### config.mk
export PLATFORM = sky130hd
export DESIGN_NAME = trav_arb_flat
export DESIGN_NICKNAME = d
export VERILOG_FILES = /design/src/rtl/trav_arb_if.sv /design/src/rtl/trav_arb.sv /design/src/flat_wrapper.sv
export SDC_FILE = /design/constraint.sdc
export NUM_CORES = 1
export LEC_CHECK = 0
export ABC_CLOCK_PERIOD_IN_PS = 3450
export BUFFER_PORTS_ARGS = -buffer_cell sky130_fd_sc_hd__buf_2
export CAP_MARGIN = 25
export CORE_ASPECT_RATIO = 1.5
export CORE_MARGIN = 1
export CORE_UTILIZATION = 58
export DETAILED_ROUTE_END_ITERATION = 8
export PLACE_DENSITY = 0.8
export SYNTH_ARGS = -nofsm -noshare
export SYNTH_HDL_FRONTEND = slang
export SYNTH_SLANG_ARGS = --single-unit
### constraint.sdc
create_clock -name clk -period 3.45 [get_ports clk]
set_clock_uncertainty 0.05 [all_clocks]
set_input_delay 0.8625 -clock clk [delete_from_list [all_inputs] [get_ports clk]]
set_output_delay 0.8625 -clock clk [all_outputs]
set_load 0.02 [all_outputs]
### src/rtl/trav_arb_if.sv
// Traversal arbiter bus interface.
// Groups the three upstream ray channels (valid/data in, stall out) and the single
// downstream channel to traversal (valid/data out, stall in).
//   slave  : arbiter side (consumes upstream rays, produces the granted ray)
//   master : environment side (sources and traversal sink)
interface trav_arb_if #(
    parameter int unsigned WIDTH = 32
);
    logic             sint_to_tarb_valid;
    logic [WIDTH-1:0] sint_to_tarb_data;
    logic             sint_to_tarb_stall;
    logic             ss_to_tarb_valid;
    logic [WIDTH-1:0] ss_to_tarb_data;
    logic             ss_to_tarb_stall;
    logic             trav_to_tarb_valid;
    logic [WIDTH-1:0] trav_to_tarb_data;
    logic             trav_to_tarb_stall;
    logic             tarb_to_tt_valid;
    logic [WIDTH-1:0] tarb_to_tt_data;
    logic             tarb_to_tt_stall;

    modport slave (
        input  sint_to_tarb_valid, sint_to_tarb_data,
        output sint_to_tarb_stall,
        input  ss_to_tarb_valid, ss_to_tarb_data,
        output ss_to_tarb_stall,
        input  trav_to_tarb_valid, trav_to_tarb_data,
        output trav_to_tarb_stall,
        output tarb_to_tt_valid, tarb_to_tt_data,
        input  tarb_to_tt_stall
    );

    modport master (
        output sint_to_tarb_valid, sint_to_tarb_data,
        input  sint_to_tarb_stall,
        output ss_to_tarb_valid, ss_to_tarb_data,
        input  ss_to_tarb_stall,
        output trav_to_tarb_valid, trav_to_tarb_data,
        input  trav_to_tarb_stall,
        input  tarb_to_tt_valid, tarb_to_tt_data,
        output tarb_to_tt_stall
    );
endinterface

### src/rtl/trav_arb.sv
// Traversal arbiter (tarb).
// Merges new rays (scene_int), restarted rays (short stack) and recirculated rays
// (traversal loop) into the traversal pipeline entry. Each source owns a 2-entry FIFO;
// a round-robin arbiter (TRAV -> SS -> SINT -> TRAV) pops one head per cycle into a
// registered output with valid/stall handshake.
// Ports:
//   clk  : clock
//   rst  : synchronous active-high reset
//   bus  : trav_arb_if.slave
//          *_to_tarb_valid/data in, *_to_tarb_stall out (registered, = buffer full)
//          tarb_to_tt_valid/data out (registered), tarb_to_tt_stall in
module trav_arb #(
    parameter int unsigned WIDTH     = 32,
    parameter int unsigned BUF_DEPTH = 2    // fixed at 2; pointers are 1 bit wide
) (
    input logic       clk,
    input logic       rst,
    trav_arb_if.slave bus
);
    localparam int unsigned NSRC     = 3;
    localparam logic [1:0]  SRC_TRAV = 2'd0;
    localparam logic [1:0]  SRC_SS   = 2'd1;
    localparam logic [1:0]  SRC_SINT = 2'd2;
    localparam logic [1:0]  CNT_FULL = 2'(BUF_DEPTH);

    logic [NSRC-1:0]  w_in_valid;
    logic [WIDTH-1:0] w_in_data [NSRC];
    logic [NSRC-1:0]  w_stall;
    logic [NSRC-1:0]  w_nempty;
    logic [NSRC-1:0]  w_pop;
    logic [WIDTH-1:0] w_head [NSRC];

    logic             w_load_en;
    logic             w_gnt;
    logic [1:0]       w_gnt_src;

    logic [1:0]       r_rr;
    logic             r_out_valid;
    logic [WIDTH-1:0] r_out_data;

    // Round-robin successor: TRAV -> SS -> SINT -> TRAV.
    function automatic logic [1:0] f_next_src(input logic [1:0] src);
        logic [1:0] nxt;
        unique case (src)
            SRC_TRAV: nxt = SRC_SS;
            SRC_SS:   nxt = SRC_SINT;
            default:  nxt = SRC_TRAV;
        endcase
        return nxt;
    endfunction

    assign w_in_valid[SRC_TRAV] = bus.trav_to_tarb_valid;
    assign w_in_valid[SRC_SS]   = bus.ss_to_tarb_valid;
    assign w_in_valid[SRC_SINT] = bus.sint_to_tarb_valid;
    assign w_in_data[SRC_TRAV]  = bus.trav_to_tarb_data;
    assign w_in_data[SRC_SS]    = bus.ss_to_tarb_data;
    assign w_in_data[SRC_SINT]  = bus.sint_to_tarb_data;

    assign bus.trav_to_tarb_stall = w_stall[SRC_TRAV];
    assign bus.ss_to_tarb_stall   = w_stall[SRC_SS];
    assign bus.sint_to_tarb_stall = w_stall[SRC_SINT];

    // Per-source 2-entry input FIFO.
    for (genvar i = 0; i < NSRC; i++) begin : g_buf
        logic [WIDTH-1:0] r_mem [2];
        logic             r_wptr;
        logic             r_rptr;
        logic [1:0]       r_cnt;
        logic             r_stall;
        logic             w_push;
        logic [1:0]       w_cnt_next;

        // Valid while stalled is ignored, so a full buffer is never written.
        assign w_push      = w_in_valid[i] && !r_stall;
        assign w_stall[i]  = r_stall;
        assign w_nempty[i] = (r_cnt != 2'd0);
        assign w_head[i]   = r_mem[r_rptr];

        always_comb begin
            w_cnt_next = r_cnt;
            if (w_push && !w_pop[i]) begin
                w_cnt_next = r_cnt + 2'd1;
            end else if (!w_push && w_pop[i]) begin
                w_cnt_next = r_cnt - 2'd1;
            end
        end

        always_ff @(posedge clk) begin
            if (rst) begin
                r_mem[0] <= '0;
                r_mem[1] <= '0;
                r_wptr   <= 1'b0;
                r_rptr   <= 1'b0;
                r_cnt    <= 2'd0;
                r_stall  <= 1'b0;
            end else begin
                if (w_push) begin
                    r_mem[r_wptr] <= w_in_data[i];
                    r_wptr        <= ~r_wptr;
                end
                if (w_pop[i]) begin
                    r_rptr <= ~r_rptr;
                end
                r_cnt   <= w_cnt_next;
                // Registered from the next count so stall always mirrors a full buffer.
                r_stall <= (w_cnt_next == CNT_FULL);
            end
        end

        a_no_overflow: assert property (@(posedge clk) disable iff (rst)
            !(w_push && r_cnt == CNT_FULL));
        a_no_underflow: assert property (@(posedge clk) disable iff (rst)
            !(w_pop[i] && r_cnt == 2'd0));
    end

    // Arbitration: only when the output register can take a new ray.
    always_comb begin
        logic [1:0] w_cand;
        w_load_en = !r_out_valid || !bus.tarb_to_tt_stall;
        w_gnt     = 1'b0;
        w_gnt_src = r_rr;
        w_pop     = '0;
        w_cand    = r_rr;
        for (int unsigned k = 0; k < NSRC; k++) begin
            if (w_load_en && !w_gnt && w_nempty[w_cand]) begin
                w_gnt     = 1'b1;
                w_gnt_src = w_cand;
            end
            w_cand = f_next_src(w_cand);
        end
        if (w_gnt) begin
            w_pop[w_gnt_src] = 1'b1;
        end
    end

    // Output register; holds while stalled, clears when drained without a new grant.
    always_ff @(posedge clk) begin
        if (rst) begin
            r_out_valid <= 1'b0;
            r_out_data  <= '0;
            r_rr        <= SRC_TRAV;
        end else if (w_gnt) begin
            r_out_valid <= 1'b1;
            r_out_data  <= w_head[w_gnt_src];
            r_rr        <= f_next_src(w_gnt_src);
        end else if (w_load_en) begin
            r_out_valid <= 1'b0;
        end
    end

    assign bus.tarb_to_tt_valid = r_out_valid;
    assign bus.tarb_to_tt_data  = r_out_data;
endmodule

### src/flat_wrapper.sv
// flat-port wrapper written by rule: the top's interface ports become plain ports
module trav_arb_flat 
#(
    parameter int unsigned WIDTH     = 32,
    parameter int unsigned BUF_DEPTH = 2                                          
)
  (clk, rst, bus_sint_to_tarb_valid, bus_sint_to_tarb_data, bus_sint_to_tarb_stall, bus_ss_to_tarb_valid, bus_ss_to_tarb_data, bus_ss_to_tarb_stall, bus_trav_to_tarb_valid, bus_trav_to_tarb_data, bus_trav_to_tarb_stall, bus_tarb_to_tt_valid, bus_tarb_to_tt_data, bus_tarb_to_tt_stall);
  trav_arb_if #(.WIDTH(WIDTH)) bus_i ();
  input logic clk;
  input logic rst;
  input wire logic [$bits(bus_i.sint_to_tarb_valid)-1:0] bus_sint_to_tarb_valid;
  input wire logic [$bits(bus_i.sint_to_tarb_data)-1:0] bus_sint_to_tarb_data;
  output wire logic [$bits(bus_i.sint_to_tarb_stall)-1:0] bus_sint_to_tarb_stall;
  input wire logic [$bits(bus_i.ss_to_tarb_valid)-1:0] bus_ss_to_tarb_valid;
  input wire logic [$bits(bus_i.ss_to_tarb_data)-1:0] bus_ss_to_tarb_data;
  output wire logic [$bits(bus_i.ss_to_tarb_stall)-1:0] bus_ss_to_tarb_stall;
  input wire logic [$bits(bus_i.trav_to_tarb_valid)-1:0] bus_trav_to_tarb_valid;
  input wire logic [$bits(bus_i.trav_to_tarb_data)-1:0] bus_trav_to_tarb_data;
  output wire logic [$bits(bus_i.trav_to_tarb_stall)-1:0] bus_trav_to_tarb_stall;
  output wire logic [$bits(bus_i.tarb_to_tt_valid)-1:0] bus_tarb_to_tt_valid;
  output wire logic [$bits(bus_i.tarb_to_tt_data)-1:0] bus_tarb_to_tt_data;
  input wire logic [$bits(bus_i.tarb_to_tt_stall)-1:0] bus_tarb_to_tt_stall;
  assign bus_i.sint_to_tarb_valid = bus_sint_to_tarb_valid;
  assign bus_i.sint_to_tarb_data = bus_sint_to_tarb_data;
  assign bus_sint_to_tarb_stall = bus_i.sint_to_tarb_stall;
  assign bus_i.ss_to_tarb_valid = bus_ss_to_tarb_valid;
  assign bus_i.ss_to_tarb_data = bus_ss_to_tarb_data;
  assign bus_ss_to_tarb_stall = bus_i.ss_to_tarb_stall;
  assign bus_i.trav_to_tarb_valid = bus_trav_to_tarb_valid;
  assign bus_i.trav_to_tarb_data = bus_trav_to_tarb_data;
  assign bus_trav_to_tarb_stall = bus_i.trav_to_tarb_stall;
  assign bus_tarb_to_tt_valid = bus_i.tarb_to_tt_valid;
  assign bus_tarb_to_tt_data = bus_i.tarb_to_tt_data;
  assign bus_i.tarb_to_tt_stall = bus_tarb_to_tt_stall;
  trav_arb #(.WIDTH(WIDTH), .BUF_DEPTH(BUF_DEPTH)) u_core (.clk(clk), .rst(rst), .bus(bus_i));
endmodule
# Word-level counts from Yosys, hierarchy flattened
# Memory sizes are Yosys's and may differ from the RTL's. A register that Yosys moved wholly into a read port is not among the register bits.
# Index checks and enable logic that the tools add are counted.
classes:
  addsub: 6
  mul: 0
  div_mod_pow: 0
  n_lt_le_gt_ge: 6
  eq_ne: 6
  shifts: 0
  n_mux: 54
  bitwise_logic: 7
  reduce_logical: 39
op_table:
  columns: ["cell", "count"]
  rows:
  - ["32-bit two-way mux", 5]
  - ["32-bit OR reduction", 3]
  - ["32-bit binary-select mux with 2-bit select", 1]
  - ["1-bit two-way mux", 32]
  - ["2-bit two-way mux", 8]
  - ["1-bit logical AND", 15]
  - ["1-bit zero test", 13]
  - ["2-bit by 3-bit less-than comparator with 1-bit output, second input constant", 4]
  - ["2-bit one-hot mux with 2 select lines", 3]
  - ["2-bit nonzero test", 4]
  - ["2-bit by 1-bit adder with 2-bit output, second input constant", 3]
  - ["1-bit binary-select mux with 2-bit select", 3]
  - ["2-bit by 1-bit equality test with 1-bit output, second input constant", 3]
  - ["2-bit equality test, second input constant", 3]
  - ["2-bit zero test", 3]
  - ["1-bit inverter", 6]
  - ["2-bit by 1-bit subtractor with 2-bit output, second input constant", 3]
  - ["3-bit greater-or-equal comparator, second input constant", 1]
  - ["3-bit two-way mux", 1]
  - ["2-bit inverter with 3-bit output", 1]
  - ["1-bit demux with 2-bit select", 1]
  - ["2-bit by 1-bit greater-or-equal comparator with 1-bit output, second input constant", 1]
  - ["1-bit logical OR", 1]
word_totals:
  regBits: 50
  latch_bits: 0
  ram_bits: 192
  romBits: 0
  in_bits: 102
  output_inout_bits: 36
  word_cells: 136
  n_memories: 3
memory_table:
  columns: ["memory", "words", "word_bits", "read_ports", "rd_clocked_by_memory_dff", "wr", "line", "text"]
  rows:
  - ["u_core.g_buf[0].r_mem", 2, 32, 1, 1, 2, "trav_arb.sv:65", "logic [WIDTH-1:0] r_mem [2];"]
  - ["u_core.g_buf[1].r_mem", 2, 32, 1, 1, 2, "trav_arb.sv:65", null]
  - ["u_core.g_buf[2].r_mem", 2, 32, 1, 1, 2, "trav_arb.sv:65", null]

# Logic depth before layout (Yosys ltp)
logic_depth:
  ltp_word: 22
  depth_mapped: 9
  ltp_nobuf: 7

# Least setup slack after synthesis
# No wires, ideal clock.
synth_path:
  path_kind: "input to register"
  startpoint: "in bus_ss_to_tarb_valid"
  endpoint: "mem u_core.g_buf[1].r_mem[0][0], enable pin"
  setup_ps: 428
  t_arrival_ps: 2658
  required_time_ps: 2972
  path_slack_ps: 314
  path_stages: 3
  path_buffers: 1
  path_cell_list: "nand2b_1 > clkbuf_1 > o21bai_1"
synth_rtl:
  columns: ["element", "line", "text"]
  rows:
  - ["from (decl)", "flat_wrapper.sv:14", "input wire logic [$bits(bus_i.ss_to_tarb_valid)-1:0] bus_ss_to_tarb_valid;"]
  - ["to (decl)", "trav_arb.sv:65", null]

# Worst setup path in the final report
layout_path:
  startpoint: "reg u_core.g_buf[0].r_cnt[0]"
  endpoint: "reg u_core.r_out_data[14] (netlist: u_core.bus.tarb_to_tt_data[14])"
layout_between:
  elab_chain_cells: 17
  word_cells_on_any_way: 23
  cone_classes: "mux (14); bitwise (1); reduce/logical (8)"
layout_lines:
  columns: ["element", "line", "text"]
  rows:
  - ["from (decl)", "trav_arb.sv:68", "logic [1:0] r_cnt;"]
  - ["from (signal assigned)", "trav_arb.sv:104", "r_cnt <= w_cnt_next;"]
  - ["2-bit nonzero test *", "trav_arb.sv:76", "assign w_nempty[i] = (r_cnt != 2'd0);"]
  - ["1-bit binary-select mux with 2-bit select", "trav_arb.sv:125", "if (w_load_en && !w_gnt && w_nempty[w_cand]) begin"]
  - ["1-bit two-way mux (not written as such)", "trav_arb.sv:125", null]
  - ["1-bit logical AND", "trav_arb.sv:125", null]
  - ["1-bit two-way mux", "trav_arb.sv:125", null]
  - ["1-bit zero test", "trav_arb.sv:125", null]
  - ["1-bit logical AND (2 in a row)", "trav_arb.sv:125", null]
  - ["1-bit two-way mux", "trav_arb.sv:125", null]
  - ["1-bit zero test", "trav_arb.sv:125", null]
  - ["1-bit logical AND (2 in a row)", "trav_arb.sv:125", null]
  - ["2-bit two-way mux", "trav_arb.sv:125", null]
  - ["2-bit inverter with 3-bit output (not written as such)", "trav_arb.sv:144", "r_out_data <= w_head[w_gnt_src];"]
  - ["32-bit binary-select mux with 2-bit select", "trav_arb.sv:144", null]
  - ["32-bit two-way mux (not written as such) (2 in a row)", "trav_arb.sv:144", null]
  - ["to (signal assigned)", "trav_arb.sv:144", null]
  - ["to (decl)", "trav_arb.sv:39", "logic [WIDTH-1:0] r_out_data;"]
# Mark *: on every way between the ends. The rest lies on a longest branch, timed or not. The select of a mux whose other input is x is not followed.
# A chain may end at the register's enable or synchronous reset.

==> flow_summary_export.csv <==
group,metric,value,unit
critical_path,critical_path_class,"reg -> reg",
logic_synthesis,synthCells,818,
floorplan,ios,138,
final_layout,final_net_count,1050,
critical_path,cp-end-kind,"flop",
logic_synthesis,yosys_warnings,0,
timing,min_period,2.63,ns
logic_synthesis,syn-num-nets,923,
timing,fin_crit_sh,76.3,%
cts,post_cts_buffers,0,
timing,relSlewSlack,34.4,%
routing,vias,6707,
logic_synthesis,synth_area_per_cell,13.1,um^2
pwr,ir_worst_vdd,0.000487,V
global_routing,overflow,0,
global_routing,grt_max_degree,37,
logic_synthesis,ys_seq_area_share,63.7,%
logic_synthesis,synthFlopType,"edfxtp_1",
routing,wl,22200,um
critical_path,worst_setup_path_start_kind,"flop",
critical_path,r2r-start,"u_core.g_buf[0].r_cnt[0]$_SDFF_PP0_",
critical_path,cp.arrival,2.96,ns
floorplan,die_w,113,um
worst_hold_path,hold_start,"u_core.bus.tarb_to_tt_data[12]$_SDFFE_PP0N_",
floorplan,coreArea,18000,um^2
placed_design,place_worst_setup_slack,0.799,ns
timing,fin_tns_setup,0,ns
timing,tightest_slew,0.983,ns
cts,cts_root_buf,"clkbuf_16",
pwr,p_clk_share,25.9,%
cts,clk_path_buf_depth,3,
timing,hold_violations,0,
pwr,p_int,6.43,mW
pwr,p_sw,3.13,mW
placed_design,place.gp.congestion,0.873,
timing,final-setup-viol-count,0,
routing,antenna_left,0,
routing,post-route-drc-count,0,
final_layout,fillers,1289,
pwr,switching_share,32.7,%
routing,drtIter0Drc,368,
logic_synthesis,yosys.area.top_type,"edfxtp_1",
logic_synthesis,synth_top_area_share,53.8,%
timing,setup_ws,0.818,ns
logic_synthesis,async_flop_share,0,%
floorplan,row_count,60,
global_routing,grt_first_pass_wirelength,35200,um
cts,clock-sinks,245,
final_layout,area.growth.synth_to_final,15.7,%
critical_path,timing.rr.end,"u_core.bus.tarb_to_tt_data[14]$_SDFFE_PP0N_",
logic_synthesis,synth.ff_latch_count,245,
logic_synthesis,synth-edff-count,192,
critical_path,reg2reg_slack,0.82,ns
pwr,seq_power_share,43.7,%
worst_hold_path,worst_hold_path.endpoint,"u_core.bus.tarb_to_tt_data[12]$_SDFFE_PP0N_",
worst_hold_path,hold_path.class,"reg -> reg",
timing,finalMaxSlewViolations,0,
outcome,status,"finished clean",
routing,drt-wirelength-per-cell,18.9,um
floorplan,die_area,19000,um^2
pwr,power.density,771,nW/um^2
worst_hold_path,holdPathStages,2,
final_layout,n_antenna_cell,0,
critical_path,reg2reg_depth,8,
logic_synthesis,synth_common_cells,"195 x and2_1, 192 x edfxtp_1, 62 x nor2_1, 58 x mux2i_1, 53 x dfxtp_1",
cts,cts_tree,"yes",
timing,fmax,380,MHz
pwr,combPwrFrac,30.4,%
cts,clk_latency,0.50,ns
routing,drt_pass1_iterations,5,
placed_design,dp_hpwl,15700,um
final_layout,drive_gt1_share,26.0,%
global_routing,grt_usage,23.9,%
run,maxCapViolations,0,
cts,numCtsBuffers,22,
cts,h-tree-depth,1,
critical_path,required,3.78,ns
timing,finalHoldWorstSlack,0.458,ns
placed_design,port_buffers,137,
logic_synthesis,syn_area,10700,um^2
logic_synthesis,yosysMostFrequentCell,"and2_1",
floorplan,chipHeight,168,um
cts,cts_resized,0,
routing,routed_via_density,5.69,
logic_synthesis,synth_area_leaders,"edfxtp_1 54%, and2_1 11%, dfxtp_1 9.9%",
floorplan,start_util,59.4,%
critical_path,path_max_fanout,22,
global_routing,grt_pass1_vias,6732,
timing,rsz0062_at_grt,"false",
pwr,power_leakage,4.87,nW
final_layout,utilization,68.8,%
cts,hold_buffers,0,
logic_synthesis,synth_cell_type_count,46,
global_routing,antenna_found_initial,0,
cts,cts.clk_slew.worst_paths,0.07,ns
-- registers in the layout (all words and copies together) (netlist names), named ones only --
signal and cells:
u_core.g_buf.r_cnt 6, u_core.bus.trav_to_tarb_stall 1, u_core.g_buf.r_rptr 3, u_core.bus.tarb_to_tt_data 32
u_core.bus.sint_to_tarb_stall 1, u_core.g_buf.r_mem 192, u_core.g_buf.r_wptr 3, u_core.bus.ss_to_tarb_stall 1
u_core.bus.tarb_to_tt_valid 1, u_core.r_rr 2
-- how the worst max path moves through the flow --
stage                                              from  slack (ns)                                          end  cells after the start
floorplan                          bus_ss_to_tarb_valid        0.31    u_core.g_buf[1].r_mem[0][0]$_SDFFCE_PN0P_                      3
global placement                   bus_tarb_to_tt_stall        0.90                                         flop                      6
detailed placement                 bus_tarb_to_tt_stall        0.80  u_core.bus.tarb_to_tt_data[10]$_SDFFE_PP0N_                      7
CTS                 u_core.g_buf[0].r_cnt[0]$_SDFF_PP0_        0.83  u_core.bus.tarb_to_tt_data[14]$_SDFFE_PP0N_                      8
global route        u_core.g_buf[0].r_cnt[0]$_SDFF_PP0_        0.59  u_core.bus.tarb_to_tt_data[14]$_SDFFE_PP0N_                      8
finish              u_core.g_buf[0].r_cnt[0]$_SDFF_PP0_        0.82  u_core.bus.tarb_to_tt_data[14]$_SDFFE_PP0N_                      8
-- cell type report --
class | count | area [um^2] | share of cell area [%]
clock inverters | 11 | 111 | 0.899
flip-flops and latches | 245 | 6830 | 55.1
repair buffers | 158 | 856 | 6.91
clock buffers | 29 | 628 | 5.07
inverters | 6 | 22.5 | 0.182
multi-input cells | 512 | 3670 | 29.6
well taps | 217 | 272 | 2.19
-- power by group through the flow --
stage | clock network [mW] | logic [mW] | registers, mW
after floorplan | 0 | 2.05 | 4.21
after CTS | 2.51 | 2.90 | 4.18
after global routing | 2.62 | 3.16 | 4.24
after detailed placement | 0 | 2.87 | 4.24
final | 2.48 | 2.90 | 4.18
after global placement | 0 | 2.82 | 4.21
-- placed cells by master, fill, tap and decap left out, types with 3 or more instances in the layout --
cell type and count:
and2_1 195, edfxtp_1 192, buf_2 137, nor2_1 62
mux2i_1 58, dfxtp_1 51, mux2_2 38, a221oi_1 26
o22ai_1 25, clkbuf_16 23, buf_4 20, nand2_1 13
a21oi_1 11, a211oi_1 8, xnor2_1 7, inv_1 6
a2111oi_1 6, o21ai_0 5, nand2b_1 4, or2_2 4
nor2b_1 4, xor2_1 4, nor3_1 4, o21bai_2 3
nor3b_2 3, nor3_2 3, ha_1 3, clkinv_1 3
clkinv_2 3, clkbuf_8 3, clkbuf_1 3
-- through the flow --
| step | cell area [um^2] | power [mW] | std cells |
|---|---|---|---|
| global placement | 11700 | 7.03 | 1138 |
| floorplan | 10700 | 6.26 | 818 |
| global route | 12400 | 10.0 | 1178 |
| detailed placement | 11700 | 7.11 | 1138 |
| finish | 12400 | 9.56 | 1178 |
| CTS | 12400 | 9.59 | 1178 |
-- logic make-up (layout without fill, tap and decap cells) --
family                   count (synthesis)  after routing  synth area share [%]
AND/OR/NAND/NOR                        301            301                  15.9
AO/OA/AOI/OAI                          100            100                  7.28
XOR/XNOR                                11             11                 0.900
adder cells (fa/ha/maj)                  4              4                 0.444
multiplexers                            96             96                  9.42
buffers and inverters                   61            204                  2.36
flip-flops                             245            245                  63.7
-- critical path: stages (launching register included) --
cell and delay (ns):
dfxtp_1 0.38, inv_1 0.06, ha_1 0.29, o21a_1 0.20
o211ai_1 0.66, buf_4 0.40, o22ai_1 0.15, a221oi_1 0.25
nor2_1 0.07
-- per-layer routing --
metal	vias to the layer above	global-route usage, %	share of wire [%]
met5	-	0	0
met3	38	2.92	4.9
met4	0	8.01	2.7
met2	218	39.7	49
met1	3244	32.9	43
li1	3207	-	-
No activity file was read; power rests on OpenSTA's default activity.
